<file path="config.mk">
export PLATFORM = sky130hd
export DESIGN_NAME = cordic_rot_sched
export DESIGN_NICKNAME = d
export VERILOG_FILES = /design/src/rtl/cordic_rot_sched.sv
export SDC_FILE = /design/constraint.sdc
export NUM_CORES = 1
export LEC_CHECK = 0
export CAP_MARGIN = 25
export CORE_ASPECT_RATIO = 0.9
export CORE_MARGIN = 2
export CORE_UTILIZATION = 52
export DETAILED_ROUTE_END_ITERATION = 8
export PLACE_DENSITY = 0.82
export SLEW_MARGIN = 15
export SYNTH_ARGS = -nofsm -noshare
export SYNTH_HDL_FRONTEND = slang
export SYNTH_SLANG_ARGS = --single-unit
</file>
<file path="constraint.sdc">
create_clock -name clk -period 4.1 [get_ports clk]
set_input_delay 0.41 -clock clk [delete_from_list [all_inputs] [get_ports clk]]
set_output_delay 0.41 -clock clk [all_outputs]
set_load 0.03 [all_outputs]
</file>
<file path="src/rtl/cordic_rot_sched.sv">
// cordic_rot_sched: two-client scheduler for the pipelined CORDIC core with tag tracking
// and credit-controlled per-client result FIFOs.
// Define CORDIC_SCHED_FIXED_PRIO_EN for fixed priority (client 0 wins ties); round-robin otherwise.
module cordic_rot_sched #(
    parameter int data_width   = 16,
    parameter int angle_width  = 20,
    parameter int pipe_latency = 16,
    parameter int res_depth    = 4
) (
    input  logic                         clk,
    input  logic                         nreset,
    input  logic                         r0_valid,
    output logic                         r0_ready,
    input  logic signed [data_width-1:0] r0_x,
    input  logic signed [data_width-1:0] r0_y,
    input  logic [angle_width-1:0]       r0_angle,
    input  logic                         r1_valid,
    output logic                         r1_ready,
    input  logic signed [data_width-1:0] r1_x,
    input  logic signed [data_width-1:0] r1_y,
    input  logic [angle_width-1:0]       r1_angle,
    output logic                         r0_res_valid,
    input  logic                         r0_res_ready,
    output logic signed [data_width-1:0] r0_res_x,
    output logic signed [data_width-1:0] r0_res_y,
    output logic                         r1_res_valid,
    input  logic                         r1_res_ready,
    output logic signed [data_width-1:0] r1_res_x,
    output logic signed [data_width-1:0] r1_res_y,
    output logic                         core_enable,
    output logic signed [data_width-1:0] core_x_in,
    output logic signed [data_width-1:0] core_y_in,
    output logic [angle_width-1:0]       core_angle,
    input  logic signed [data_width-1:0] core_x_out,
    input  logic signed [data_width-1:0] core_y_out,
    output logic                         busy
);
    localparam int aw = $clog2(res_depth);
    localparam int cw = aw + 1;

    logic [cw-1:0] credit [2];
    logic [cw-1:0] wp [2];
    logic [cw-1:0] rp [2];
    logic signed [data_width-1:0] mem_x [2][res_depth];
    logic signed [data_width-1:0] mem_y [2][res_depth];
    logic [pipe_latency:0] tag_v;
    logic [pipe_latency:0] tag_id;
    logic [1:0] elig, gnt, hs, empty, pop, wr, res_ready;

    assign res_ready = {r1_res_ready, r0_res_ready};
    assign elig = {r1_valid && credit[1] != '0, r0_valid && credit[0] != '0};
`ifdef CORDIC_SCHED_FIXED_PRIO_EN
    assign gnt = {elig[1] && !elig[0], elig[0]};
`else
    logic last_grant;
    assign gnt = {elig[1] && (!elig[0] || !last_grant), elig[0] && (!elig[1] || last_grant)};
    // remember the most recent winner so that ties alternate
    always_ff @(posedge clk or negedge nreset)
        if (!nreset) last_grant <= 1'b1;
        else if (hs[0]) last_grant <= 1'b0;
        else if (hs[1]) last_grant <= 1'b1;
`endif
    assign hs = gnt & {2{nreset}};
    assign r0_ready = hs[0];
    assign r1_ready = hs[1];
    assign wr = {2{tag_v[pipe_latency]}} & {tag_id[pipe_latency], !tag_id[pipe_latency]};
    assign empty = {wp[1] == rp[1], wp[0] == rp[0]};
    assign pop = res_ready & ~empty;
    assign r0_res_valid = !empty[0];
    assign r1_res_valid = !empty[1];
    assign r0_res_x = empty[0] ? '0 : mem_x[0][rp[0][aw-1:0]];
    assign r0_res_y = empty[0] ? '0 : mem_y[0][rp[0][aw-1:0]];
    assign r1_res_x = empty[1] ? '0 : mem_x[1][rp[1][aw-1:0]];
    assign r1_res_y = empty[1] ? '0 : mem_y[1][rp[1][aw-1:0]];
    assign busy = |tag_v || empty != 2'b11;

    // credits count free result slots; FIFO pointers wrap modulo 2*res_depth
    always_ff @(posedge clk or negedge nreset)
        if (!nreset) begin
            for (int i = 0; i < 2; i++) begin
                credit[i] <= cw'(res_depth);
                wp[i] <= '0;
                rp[i] <= '0;
            end
        end else begin
            for (int i = 0; i < 2; i++) begin
                credit[i] <= credit[i] - cw'(hs[i]) + cw'(pop[i]);
                wp[i] <= wp[i] + cw'(wr[i]);
                rp[i] <= rp[i] + cw'(pop[i]);
            end
        end

    // result storage needs no reset because reads are masked while empty
    always_ff @(posedge clk)
        for (int i = 0; i < 2; i++)
            if (wr[i]) begin
                mem_x[i][wp[i][aw-1:0]] <= core_x_out;
                mem_y[i][wp[i][aw-1:0]] <= core_y_out;
            end

    // tag retires one edge after the core output becomes valid, so the FIFO captures a settled result
    always_ff @(posedge clk or negedge nreset)
        if (!nreset) begin
            tag_v <= '0;
            tag_id <= '0;
        end else begin
            tag_v <= {tag_v[pipe_latency-1:0], |hs};
            tag_id <= {tag_id[pipe_latency-1:0], hs[1]};
        end

    // core operands are registered on a handshake and held otherwise
    always_ff @(posedge clk or negedge nreset)
        if (!nreset) begin
            core_enable <= 1'b0;
            core_x_in <= '0;
            core_y_in <= '0;
            core_angle <= '0;
        end else begin
            core_enable <= 1'b1;
            if (|hs) begin
                core_x_in <= hs[1] ? r1_x : r0_x;
                core_y_in <= hs[1] ? r1_y : r0_y;
                core_angle <= hs[1] ? r1_angle : r0_angle;
            end
        end
endmodule
</file>
== After elaboration in Yosys (flattened, before gate mapping) ==
Memories as Yosys holds them, arrays and structs flattened.
Cells that the tools add are included.
Storage, ports and cells
  RAM bits: 256
  word-level logic and storage cells: 97
  input bits: 142
  output and inout port bits: 122
  memories: 2
  flip-flop bits (word level): 106
Operators by class
  bitwise gates (word level): 8
  add/subtract/negate cells: 8
  mux-type cells: 35
  $lt $le $gt $ge: 6
  reductions and logical operators: 22
  eq/ne operators: 3
Memory list
  mem_x: depth 2, bits a word 64, read ports 2, clocked after memory_dff 0, wr ports 1, RTL line 44  | logic signed [data_width-1:0] mem_x [2][res_depth];
  mem_y: depth 2, bits a word 64, read ports 2, clocked after memory_dff 0, wr ports 1, RTL line 45  | logic signed [data_width-1:0] mem_y [2][res_depth];
Operators with widths (number)
  two-way mux 64 bit: 6
  two-way mux 16 bit: 16
  binary-select mux 16 bit (select 2 bit): 4
  OR reduction 64 bit: 2
  demux 16 bit (select 2 bit): 2
  two-way mux 20 bit: 1
  adder 3 x 1 -> 3 bit: 6
  OR reduction 17 bit: 1
  greater-or-equal comparator 3 bit (second input constant): 4
  NOT 2 -> 3 bit: 4
  AND 2 bit: 3
  equality test 3 bit: 2
  logical AND 1 bit: 6
  logical NOT 1 bit: 6
  < comparator 3 x 1 -> 1 bit (second input constant): 2
  two-way mux 1 bit: 6
  nonzero test 3 bit: 2
  subtractor 3 x 1 -> 3 bit: 2
  logical OR 1 bit: 3
  != test 2 bit (second input constant): 1
  NOT 2 bit: 1
  nonzero test 2 bit: 1
  OR reduction 2 bit: 1

== Longest topological paths before layout ==
Gate-level depths: netlist of the first run.
  depth in word-level cells: 8
  depth in mapped cells: 12
  gate-level depth less buffers: 10

== Worst setup path after synthesis of the first run ==
No wires, ideal clock.
  path kind: reg-to-reg
  start point: reg tag_v[16]
  end point: mem mem_x[0][48] (netlist bit) (enable)
  setup time: 0.468 ns
  clock period less this slack: 3.461 ns
  setup slack: 0.639 ns
  buffers on the path: 0
  cell stages (with the launch flop): 3
  data required time: 3.632 ns
  arrival: 2.994 ns
  cells stage by stage: dfrtp_1 nor2b_1 nor3b_1
Between the ends
  cells in the longest elaborated chain, start to end: 5
  elaborated cells between the ends (all ways): 8
  those cells by class: mux: 6; bitwise: 1; reduce/logical: 1
RTL lines
  start: declaration: RTL line 46  | logic [pipe_latency:0] tag_v;
  start signal: assignment: RTL line 107  | tag_v <= {tag_v[pipe_latency-1:0], |hs};
  AND 2 bit *: RTL line 66  | assign wr = {2{tag_v[pipe_latency]}} & {tag_id[pipe_latency], !tag_id[pipe_latency]};
  two-way mux 1 bit: RTL line 96  | if (wr[i]) begin
  two-way mux 64 bit (not written as such): RTL line 97  | mem_x[i][wp[i][aw-1:0]] <= core_x_out;
  OR reduction 64 bit (no line)
  two-way mux 1 bit (no line) / two-way mux 64 bit (equally long branches)
  end: declaration: RTL line 44
Every way passes the cells marked *; elsewhere a longest branch is shown, timed or not.

== Final worst setup path of the first run ==
  start point: reg rp[3] (netlist bit)
  end point: out r0_res_x[4]
Between the ends
  cells in the longest elaborated chain, start to end: 5
  elaborated cells between the ends (all ways): 6
  those cells by class: eq/ne: 1; mux: 4; bitwise: 1
RTL lines
  start: declaration: RTL line 43  | logic [cw-1:0] rp [2];
  start signal: indexed assignment: RTL line 89  | rp[i] <= rp[i] + cw'(pop[i]);
  NOT 2 -> 3 bit (not written as such): RTL line 71  | assign r0_res_x = empty[0] ? '0 : mem_x[0][rp[0][aw-1:0]];
  binary-select mux 16 bit (select 2 bit): RTL line 71
  two-way mux 16 bit (not written as such) (2 in series): RTL line 71
  two-way mux 16 bit *: RTL line 71
  end: declaration: RTL line 24  | output logic signed [data_width-1:0] r0_res_x,
Every way passes the cells marked *; elsewhere a longest branch is shown, timed or not. The select of a mux whose other input is x is not followed.

==> metrics, run 1 <==
type of the worst min-delay path=input pin to asynchronous set/reset pin; Lkg Pwr=6.38 nW; final setup skew=0.0235 ns; # DRC=0; number of register bits inferred by synthesis=362; clock buffers created by TritonCTS=36; register-to-register path setup slack=1.27 ns; Critical Path Sink Type=primary output; placeable core region=26200 µm²; Netlist Area Pre-Place=14000 µm²; share of the synthesized area in the top cell type=55.1%; largest net degree at the start of global routing=58; met3 capacity usage during global routing=7.19%; number of clock sinks=362; total negative setup slack=0 ns; number of iterations in the first detailed-routing pass=5; Die Outline Area=28200 µm²; count of flip-flops with a built-in enable after synthesis=256; number of global-route vias before repair=8096; post-detail-place hpwl=20.1 mm; fin crit period=3.43 ns; share of the clock period used by the worst path=83.7%; H-Tree Depth=2; arrival time of the worst setup path=3.02 ns; Power per Cell Area=619 nW/µm²; maximum buffer depth of the clock tree=3; critical path required time=3.69 ns; total routing resource utilization after global routing=22.6%; effective utilization at floorplan=53.3%; count of yosys warnings during synthesis=0; residual overflow from global routing=0; fill count=1682; number of max-slew violations in the final report=0; Layout Area Growth over Synthesis=30.6%; overall routed net length=31.6 mm; I/O pins=264; Most used DFF post-synth=edfxtp_1; clk_lat worst skew=0.52 ns; Worst-Margin Slew=1.06 ns; I/O Buffers=263; met2 Resource Use GR=36.3%; Slew Limit Headroom=29.3%; highest achievable clock rate=291 MHz; clock-pin slew reported for the worst setup and hold paths after clock tree synthesis=0.06 ns; fraction of the yosys area taken by sequential cells=74.1%; cell total after placement=1295; Final Hold Viols=0; worst flop-to-flop path startpoint=rp[3]; most used standard cell by instance count after synthesis=edfxtp_1; number of antenna violations at the first check in global routing=2; post-route non-filler standard cell count=1364; count of mapped cells out of synthesis=709; most area-hungry cell type in the Yosys netlist=edfxtp_1; standard-cell rows=56; peak supply drop=0.366 mV; Post-CTS Setup Repair Bufs=0; via count normalized by instance count=5.70; met1 track demand over resource=29.7%; RSZ-0062 raised after global routing=false; post-synthesis cell type count=35; routed wire length per instance=23.2 µm; total vias in the final route=7777; drt initial violations=776; number of failing setup endpoints in the final timing report=0; clock tree from TritonCTS=yes; category of the most critical setup path=flip-flop to primary output; commonest cells in the synthesized netlist=256 x edfxtp_1, 103 x dfrtp_1, 64 x mux4_2; master cell of the clock root buffer=clkbuf_16; routability congestion estimate=0.792; Post-synth ARST share=29.3%; leading cell types by total area after synthesis=edfxtp_1 55%, dfrtp_1 18%, mux4_2 10%; first-pass GRT wire length=48.1 mm; share of post-route cells with drive strength above 1=15.7%; floorplan die height=159 µm; Most Crowded Layer GR=met2; number of nets in the synthesized netlist=864; worst reg2reg endpoint=credit[5]; sort of element at the start of the critical path=flip-flop; worst-path fanout max=18; worst-case reg-to-reg path depth=11; Total Nets Final=1142; Synth Area per Inst=19.7 µm²; die width=177 µm; number of max-cap violations=0; run status=completed; count of nets left with antenna violations after detail routing=0
area by class of cell:
class                      count  area [µm²]  area share [%]
inverter                      10        37.5           0.206
sequential                   362       10300            56.8
tap                          348         435            2.39
clock buffer                  41         920            5.04
clock inverter                24         235            1.29
antenna                        2        5.00          0.0275
multi-input combinational    293        3410            18.7
timing repair buffer         284        2840            15.6
kinds of logic after synthesis:
logic type | count (synthesis) | synth area share [%]
buffers and inverters | 54 | 1.93
DFF | 362 | 74.1
other | 1 | 0.0269
adders and majority gates | 13 | 1.27
AOI/OAI and AO/OA | 59 | 4.65
and+or+nand+nor | 141 | 6.77
muxes | 64 | 10.3
xor gates and xnor gates | 15 | 0.941
flip-flops by register name, summed over array words and instances (netlist names), 16 cells and up:
signal	cells
tag_id	17
core_x_in	16
mem_x	128
core_y_in	16
core_angle	20
tag_v	17
mem_y	128
layer usage:
metal,part of all wire (%),vias to the layer above
met1,39,3989
met2,50,346
met5,0,-
met3,9.3,56
met4,2.3,0
li1,-,3386
power by group:
group / switching, mW / total, mW / internal [mW]
Clock: 1.33 / 3.20 / 1.87
Sequential: 0.300 / 4.63 / 4.33
Combinational: 1.87 / 3.44 / 1.57
Total: 3.50 / 11.3 / 7.78
per-stage QoR:
step                      hold WS, ns  utilization (%)  total power, mW  setup slack (ns)  instance area (µm²)
after floorplan                 0.114                -             6.63             0.639                14000
after global placement          0.289             65.0             8.08              1.22                17000
after detailed placement        0.296             65.0             8.14              1.16                17000
after CTS                       0.305             69.4             11.4             0.606                18200
after global routing            0.329             69.6             11.7             0.480                18200
final                           0.325             69.6             11.3             0.666                18200
worst max path at each step:
stage / endpoint / depth (start not counted) / slack (ns) / from
2_1_floorplan: mem_x[0][48] / 2 / 0.64 / tag_v[16]
3_3_place_gp: r0_res_y[2] / 4 / 1.22 / rp[3]
3_5_place_dp: r0_res_x[4] / 4 / 1.16 / rp[3]
4_1_cts: r0_res_x[4] / 4 / 0.61 / rp[3]
5_1_grt: r0_res_x[4] / 4 / 0.48 / rp[3]
6_report: r0_res_x[4] / 4 / 0.67 / rp[3]
layout by cell type (no fill, tap or decap), drive strengths merged:
master	n
or2	1
nor4	2
and2	34
nor3b	3
dfrtp	103
dlygate4sd3	1
buf	21
diode	2
ha	11
clkbuf	41
clkinvlp	3
o311ai	1
edfxtp	256
o221a	52
fa	2
o31ai	2
bufinv	4
mux4	64
nor3	5
nand4	1
o21ai	1
o311a	2
nor2	1
nor2b	34
conb	1
nand2b	1
clkinv	16
xor2	10
o21a	1
xnor2	5
inv	11
clkdlybuf4s50	262
and3	3
nand2	2
nand3b	52
dfstp	3
or4	1
and3b	1
worst max-delay path, stage by stage, from the launching register on:
cell	delay, ns
dfrtp_2	0.76
buf_4	0.44
mux4_2	0.55
nor2b_1	0.15
clkdlybuf4s50_1	0.61
what timing repair did:
item | 4_1_cts | 5_1_grt
hold buffers | 1 | 0
endpoints found under the hold margin | 16 | 0
gates resized for setup | 0 | 0
No activity file was read; power rests on OpenSTA's default activity.
==> inputs of run 2 (changes only) <==
--- a/config.mk
+++ b/config.mk
@@ -8,9 +8,9 @@
 export CAP_MARGIN = 25
 export CORE_ASPECT_RATIO = 0.9
 export CORE_MARGIN = 2
-export CORE_UTILIZATION = 52
+export CORE_UTILIZATION = 47
 export DETAILED_ROUTE_END_ITERATION = 8
-export PLACE_DENSITY = 0.82
+export PLACE_DENSITY = 0.78
 export SLEW_MARGIN = 15
 export SYNTH_ARGS = -nofsm -noshare
 export SYNTH_HDL_FRONTEND = slang
==> constraint.sdc (replaced) <==
create_clock -name clk -period 2.95 [get_ports clk]
set_input_delay 0.295 -clock clk [delete_from_list [all_inputs] [get_ports clk]]
set_output_delay 0.295 -clock clk [all_outputs]
set_load 0.03 [all_outputs]
==> run 2 against run 1 <==
  * Count of clock-buffer cells in the layout up 5
  * Die area rose by 10%
  * Clock power is 39% higher
==> metrics, run 2 (synthesis gave the netlist of run 1 again) <==
floorplan die height=168 µm; leading cell type in the layout, fill and taps excluded=edfxtp_1; H-Tree Depth=2; multi-input combinational cell area=3420 µm²; finished layout cell area=18200 µm²; post-route non-filler standard cell count=1418; Critical Path Sink Type=primary output; clk_lat worst skew=0.52 ns; master cell of the clock root buffer=clkbuf_16; RSZ-0062 raised after global routing=false; sort of element at the start of the critical path=flip-flop; I/O pins=264; category of the most critical setup path=flip-flop to primary output; final setup skew=0.0197 ns; via count normalized by instance count=5.49; die width=186 µm; number of iterations in the first detailed-routing pass=7; residual overflow from global routing=0; Hold Worst Slack=0.342 ns; placeable core region=29100 µm²; Lkg Pwr=6.48 nW; # DRC=0; routability congestion estimate=0.809; fill count=2053; Slew Limit Headroom=51.2%; total vias in the final route=7788; number of max-slew violations in the final report=0; count of nets left with antenna violations after detail routing=0; number of max-cap violations=0; Final Hold Viols=0; standard-cell rows=59; clock-pin slew reported for the worst setup and hold paths after clock tree synthesis=0.06 ns; number of clock sinks=362; top library cells by usage in the layout, fill and taps aside=256 x edfxtp_1, 225 x clkdlybuf4s50_1, 98 x dfrtp_1; total routing resource utilization after global routing=21.9%; Post-Place Cell Area=17100 µm²; run status=completed; critical path required time=2.65 ns; number of global-route vias before repair=8268; share of post-route cells with drive strength above 1=19.3%; Post-CTS Setup Repair Bufs=0; peak supply drop=0.529 mV; highest achievable clock rate=353 MHz; type of the worst min-delay path=flip-flop to flip-flop; worst slack, placed=0.479 ns; drt initial violations=515; first-pass GRT wire length=50.5 mm; cell total after placement=1350; clock tree from TritonCTS=yes; post-detail-place hpwl=21.2 mm; overall routed net length=33.3 mm; arrival time of the worst setup path=2.53 ns; effective utilization at floorplan=48.0%; number of failing setup endpoints in the final timing report=0; Worst-Margin Slew=0.732 ns; total negative setup slack=0 ns; routed wire length per instance=23.5 µm; worst-path fanout max=19; clock buffers created by TritonCTS=36; Power per Cell Area=862 nW/µm²; largest net degree at the start of global routing=55; Reg area=10300 µm²; number of antenna violations at the first check in global routing=4; I/O Buffers=263; maximum buffer depth of the clock tree=3; Die Outline Area=31100 µm²; Setup WS post-layout=0.121 ns; Layout Area Growth over Synthesis=30.6%; share of the clock period used by the worst path=95.9%; fin crit period=2.83 ns; Total Nets Final=1148
-- run 2: cell types whose count changed in the layout (fill, tap and decap cells not counted), sizes merged --
cell and change:
buf +42, clkdlybuf4s50 -37, clkinv -6, clkbuf +5
inv +2, bufinv -1, clkinvlp -1, diode +1
dlymetal6s2s +1
-- run 2: final cells by class --
type | count | share of cell area, %
clock buffers | 46 | 5.32
flip-flops and latches | 362 | 56.8
multi-input cells | 293 | 18.7
diodes | 3 | 0.0412
well taps | 396 | 2.72
inverters | 10 | 0.206
clock inverters | 18 | 0.974
repair buffers | 290 | 15.3
-- run 2: worst paths after layout --
kind | start | to | slack (ns) | cells past startpoint
worst max-delay path | rp[3] | r0_res_x[13] | 0.12 | 4
worst min-delay path | tag_id[10] | tag_id[11] | 0.34 | 0
worst max register to register | wp[3] | credit[5] | 0.54 | 10
worst min register to register | tag_id[10] | tag_id[11] | 0.34 | 0
max in group asynchronous | nreset | rp[1] | 1.97 | 3
min in group asynchronous | nreset | core_y_in[5] | 0.44 | 3
-- run 2: metrics by stage --
step	power, mW	util (%)
after floorplan	9.22	-
final	15.7	62.7
after global placement	11.3	58.6
after detailed placement	11.3	58.6
after global routing	16.4	62.7
after CTS	15.9	62.7
-- run 2: timing repair --
item / 4_1_cts / 5_1_grt
gates resized for setup: 2 / 4
endpoints found under the hold margin: 103 / 0
endpoints found under the setup margin: 18 / 31
hold buffers: 1 / 0
-- run 2: report_power, final --
group | switching, mW | internal [mW]
clock | 1.86 | 2.60
sequential | 0.324 | 6.02
combinational | 2.71 | 2.21
total | 4.89 | 10.8
-- run 2: worst max-delay path, cell delays in order (launching register included) --
cell	delay, ns
dfrtp_2	0.39
buf_6	0.28
mux4_2	0.59
nor2b_1	0.16
clkdlybuf4s50_1	0.59
-- run 2: routing by layer --
layer	global-route usage [%]	routed length, µm	up-vias
met1	28.5	13000	3976
met4	7.53	994	0
li1	-	-	3387
met2	36.1	16600	362
met3	5.70	2690	63
met5	0	0	-
==> inputs of run 3 (changes only) <==
--- a/config.mk
+++ b/config.mk
@@ -5,12 +5,14 @@
 export SDC_FILE = /design/constraint.sdc
 export NUM_CORES = 1
 export LEC_CHECK = 0
+export ABC_AREA = 1
 export CAP_MARGIN = 25
 export CORE_ASPECT_RATIO = 0.9
 export CORE_MARGIN = 2
-export CORE_UTILIZATION = 47
+export CORE_UTILIZATION = 48
 export DETAILED_ROUTE_END_ITERATION = 8
-export PLACE_DENSITY = 0.78
+export PLACE_DENSITY = 0.79
+export SETUP_SLACK_MARGIN = 0.15
 export SLEW_MARGIN = 15
 export SYNTH_ARGS = -nofsm -noshare
 export SYNTH_HDL_FRONTEND = slang
==> run 3 against run 2 <==
  * Maximum frequency increased by 4.3%
  * Die area increased by 5.3%
  * Via count rose by 37%
  * Sequential cell count is the same
  * Count of clock-buffer cells in the layout rose by 2
  * First-iteration DRC count grew 47%
  * Synthesized area grew 7.7%
  * Clock skew down 0.0019 ns
  * Total power grew 41%
  * Largest cell class unchanged
  * Combinational power grew 110%
  * Critical path depth increased by 1
==> metrics, run 3 <==
H-Tree Depth=2; category of the most critical setup path=flip-flop to primary output; share of the synthesized area in the top cell type=51.1%; effective utilization at floorplan=48.8%; fin crit period=2.71 ns; maximum buffer depth of the clock tree=3; master cell of the clock root buffer=clkbuf_16; clk_lat worst skew=0.53 ns; Reg area=10300 µm²; number of failing setup endpoints in the final timing report=0; Worst-Margin Slew=0.747 ns; run status=completed; Post-synth ARST share=29.3%; worst slack, placed=0.583 ns; number of iterations in the first detailed-routing pass=5; routed wire length per instance=17.4 µm; most area-hungry cell type in the Yosys netlist=edfxtp_1; total vias in the final route=10700; leading cell types by total area after synthesis=edfxtp_1 51%, dfrtp_1 17%, nor2_1 7.6%; total routing resource utilization after global routing=22.3%; Cell Chain, Critical Path=inv_2, buf_12, o21ai_0, a21oi_1, clkdlybuf4s50_1; count of yosys warnings during synthesis=0; clock buffers created by TritonCTS=38; die width=191 µm; worst reg2reg endpoint=credit[5]; Setup WS post-layout=0.238 ns; via count normalized by instance count=5.13; Critical Path Sink Type=primary output; Slowest-stage cell, CP=clkdlybuf4s50_1; commonest cells in the synthesized netlist=304 x nor2_1, 256 x edfxtp_1, 164 x nand2_1; residual overflow from global routing=0; arrival time of the worst setup path=2.42 ns; I/O pins=264; routability congestion estimate=0.833; hold wc startpoint=tag_id[5]; I/O Buffers=263; number of antenna violations at the first check in global routing=1; number of max-cap violations=0; clock tree from TritonCTS=yes; Most used DFF post-synth=edfxtp_1; Layout Area Growth over Synthesis=30.1%; largest net degree at the start of global routing=66; worst min-delay path endpoint=tag_id[6]; # DRC=0; share of the clock period used by the worst path=91.9%; worst flop-to-flop path startpoint=wp[4]; fill count=2300; number of nets in the synthesized netlist=1533; leading cell type in the layout, fill and taps excluded=nor2_1; count of mapped cells out of synthesis=1378; number of cells on the worst hold path=0; placeable core region=30800 µm²; first-pass GRT wire length=56.3 mm; number of clock sinks=362; overall routed net length=36.4 mm; maximum single-stage delay on the critical path=0.69 ns; floorplan die height=172 µm; type of the worst min-delay path=flip-flop to flip-flop; count of nets left with antenna violations after detail routing=0; Total Nets Final=1803; Netlist Area Pre-Place=15000 µm²; sort of element at the start of the critical path=flip-flop; number of max-slew violations in the final report=0; worst-path fanout max=42; critical path required time=2.65 ns; Power per Cell Area=1130 nW/µm²; Lkg Pwr=8.11 nW; register-to-register path setup slack=0.66 ns; RSZ-0062 raised after global routing=true; worst-case reg-to-reg path depth=13; top library cells by usage in the layout, fill and taps aside=304 x nor2_1, 256 x edfxtp_1, 209 x clkdlybuf4s50_1; number of register bits inferred by synthesis=362; number of global-route vias before repair=10700; count of flip-flops with a built-in enable after synthesis=256; standard-cell rows=61; post-synthesis cell type count=31; clock-pin slew reported for the worst setup and hold paths after clock tree synthesis=0.06 ns; fraction of the yosys area taken by sequential cells=68.8%; Synth Area per Inst=10.9 µm²; post-detail-place hpwl=23.8 mm; Slew Limit Headroom=50.2%; Final Total Pwr=22.1 mW; peak supply drop=0.829 mV; drt initial violations=757; share of post-route cells with drive strength above 1=10.3%; final setup skew=0.0178 ns; most used standard cell by instance count after synthesis=nor2_1; multi-input combinational cell area=3950 µm²; Die Outline Area=32800 µm²; Final Hold Viols=0; highest achievable clock rate=369 MHz
-- run 3: per-stage QoR --
step / instances / hold slack, ns / setup TNS, ns / cell area (µm²) / utilization [%]
2_1_floorplan: 1378 / -0.000591 / -37.22 / 15100 / -
3_3_place_gp: 2014 / 0.335 / 0 / 18200 / 58.9
3_5_place_dp: 2014 / 0.336 / 0 / 18200 / 58.9
4_1_cts: 2087 / 0.349 / 0 / 19500 / 63.4
5_1_grt: 2088 / 0.353 / 0 / 19600 / 63.4
6_report: 2088 / 0.345 / 0 / 19600 / 63.4
-- run 3: worst max-delay path by stage --
stage	start	end	cells after the start
floorplan	tag_v[16]	mem_x[0][0]	4
detailed placement	wp[4]	r0_res_y[8]	7
global route	rp[3]	r0_res_x[12]	6
finish	rp[3]	r0_res_y[8]	5
CTS	rp[3]	r0_res_y[8]	6
global placement	wp[4]	r0_res_y[8]	7
-- run 3: timing repair --
item | in CTS | in global routing
buffers inserted | 2 | 0
hold buffers | 1 | 0
setup endpoints to repair | 20 | 20
gates resized for setup | 2 | 9
endpoints found under the hold margin | 44 | 0
pin swaps | 1 | 0
cloned | 0 | 0
-- run 3: kinds of logic (layout without fill, tap and decap cells) --
kind of cell,count (synthesis),count (layout),synth area share [%]
compound gates,194,194,6.47
simple gates,595,595,17.3
buf+inv,200,500,5.43
xor+xnor,13,13,0.757
other cells,1,2,0.0249
fa+ha+maj,13,13,1.18
flops,362,362,68.8
-- run 3: area by class of cell --
| type | instances | area share, % |
|---|---|---|
| sequential | 362 | 52.9 |
| timing repair buffer | 304 | 15.1 |
| antenna | 1 | 0.0128 |
| clock buffer | 48 | 5.21 |
| clock inverter | 22 | 1.57 |
| multi-input combinational | 816 | 20.2 |
| tap | 409 | 2.62 |
| inverter | 126 | 2.42 |
-- run 3: routing by layer --
| metal | GRT usage (%) | up-vias | wire, µm | share of wire, % |
|---|---|---|---|---|
| met4 | 7.35 | 0 | 916 | 2.5 |
| met3 | 6.37 | 66 | 3600 | 9.9 |
| met2 | 38.0 | 465 | 17700 | 49 |
| met5 | 0 | - | 0 | 0 |
| li1 | - | 5111 | - | - |
| met1 | 27.4 | 5064 | 14200 | 39 |
-- run 3: critical path, delay by kind of cell, from the launching register on --
family	cells	cell delay [ns]
flip-flops	1	0.44
buffers and inverters	3	1.10
AO/OA/AOI/OAI	2	0.33
-- run 3: report_power, final --
part | internal, mW | total, mW | switching [mW]
Combinational | 3.72 | 10.3 | 6.54
Sequential | 6.42 | 6.86 | 0.444
Clock | 3.09 | 5.02 | 1.93
Total | 13.2 | 22.1 | 8.91
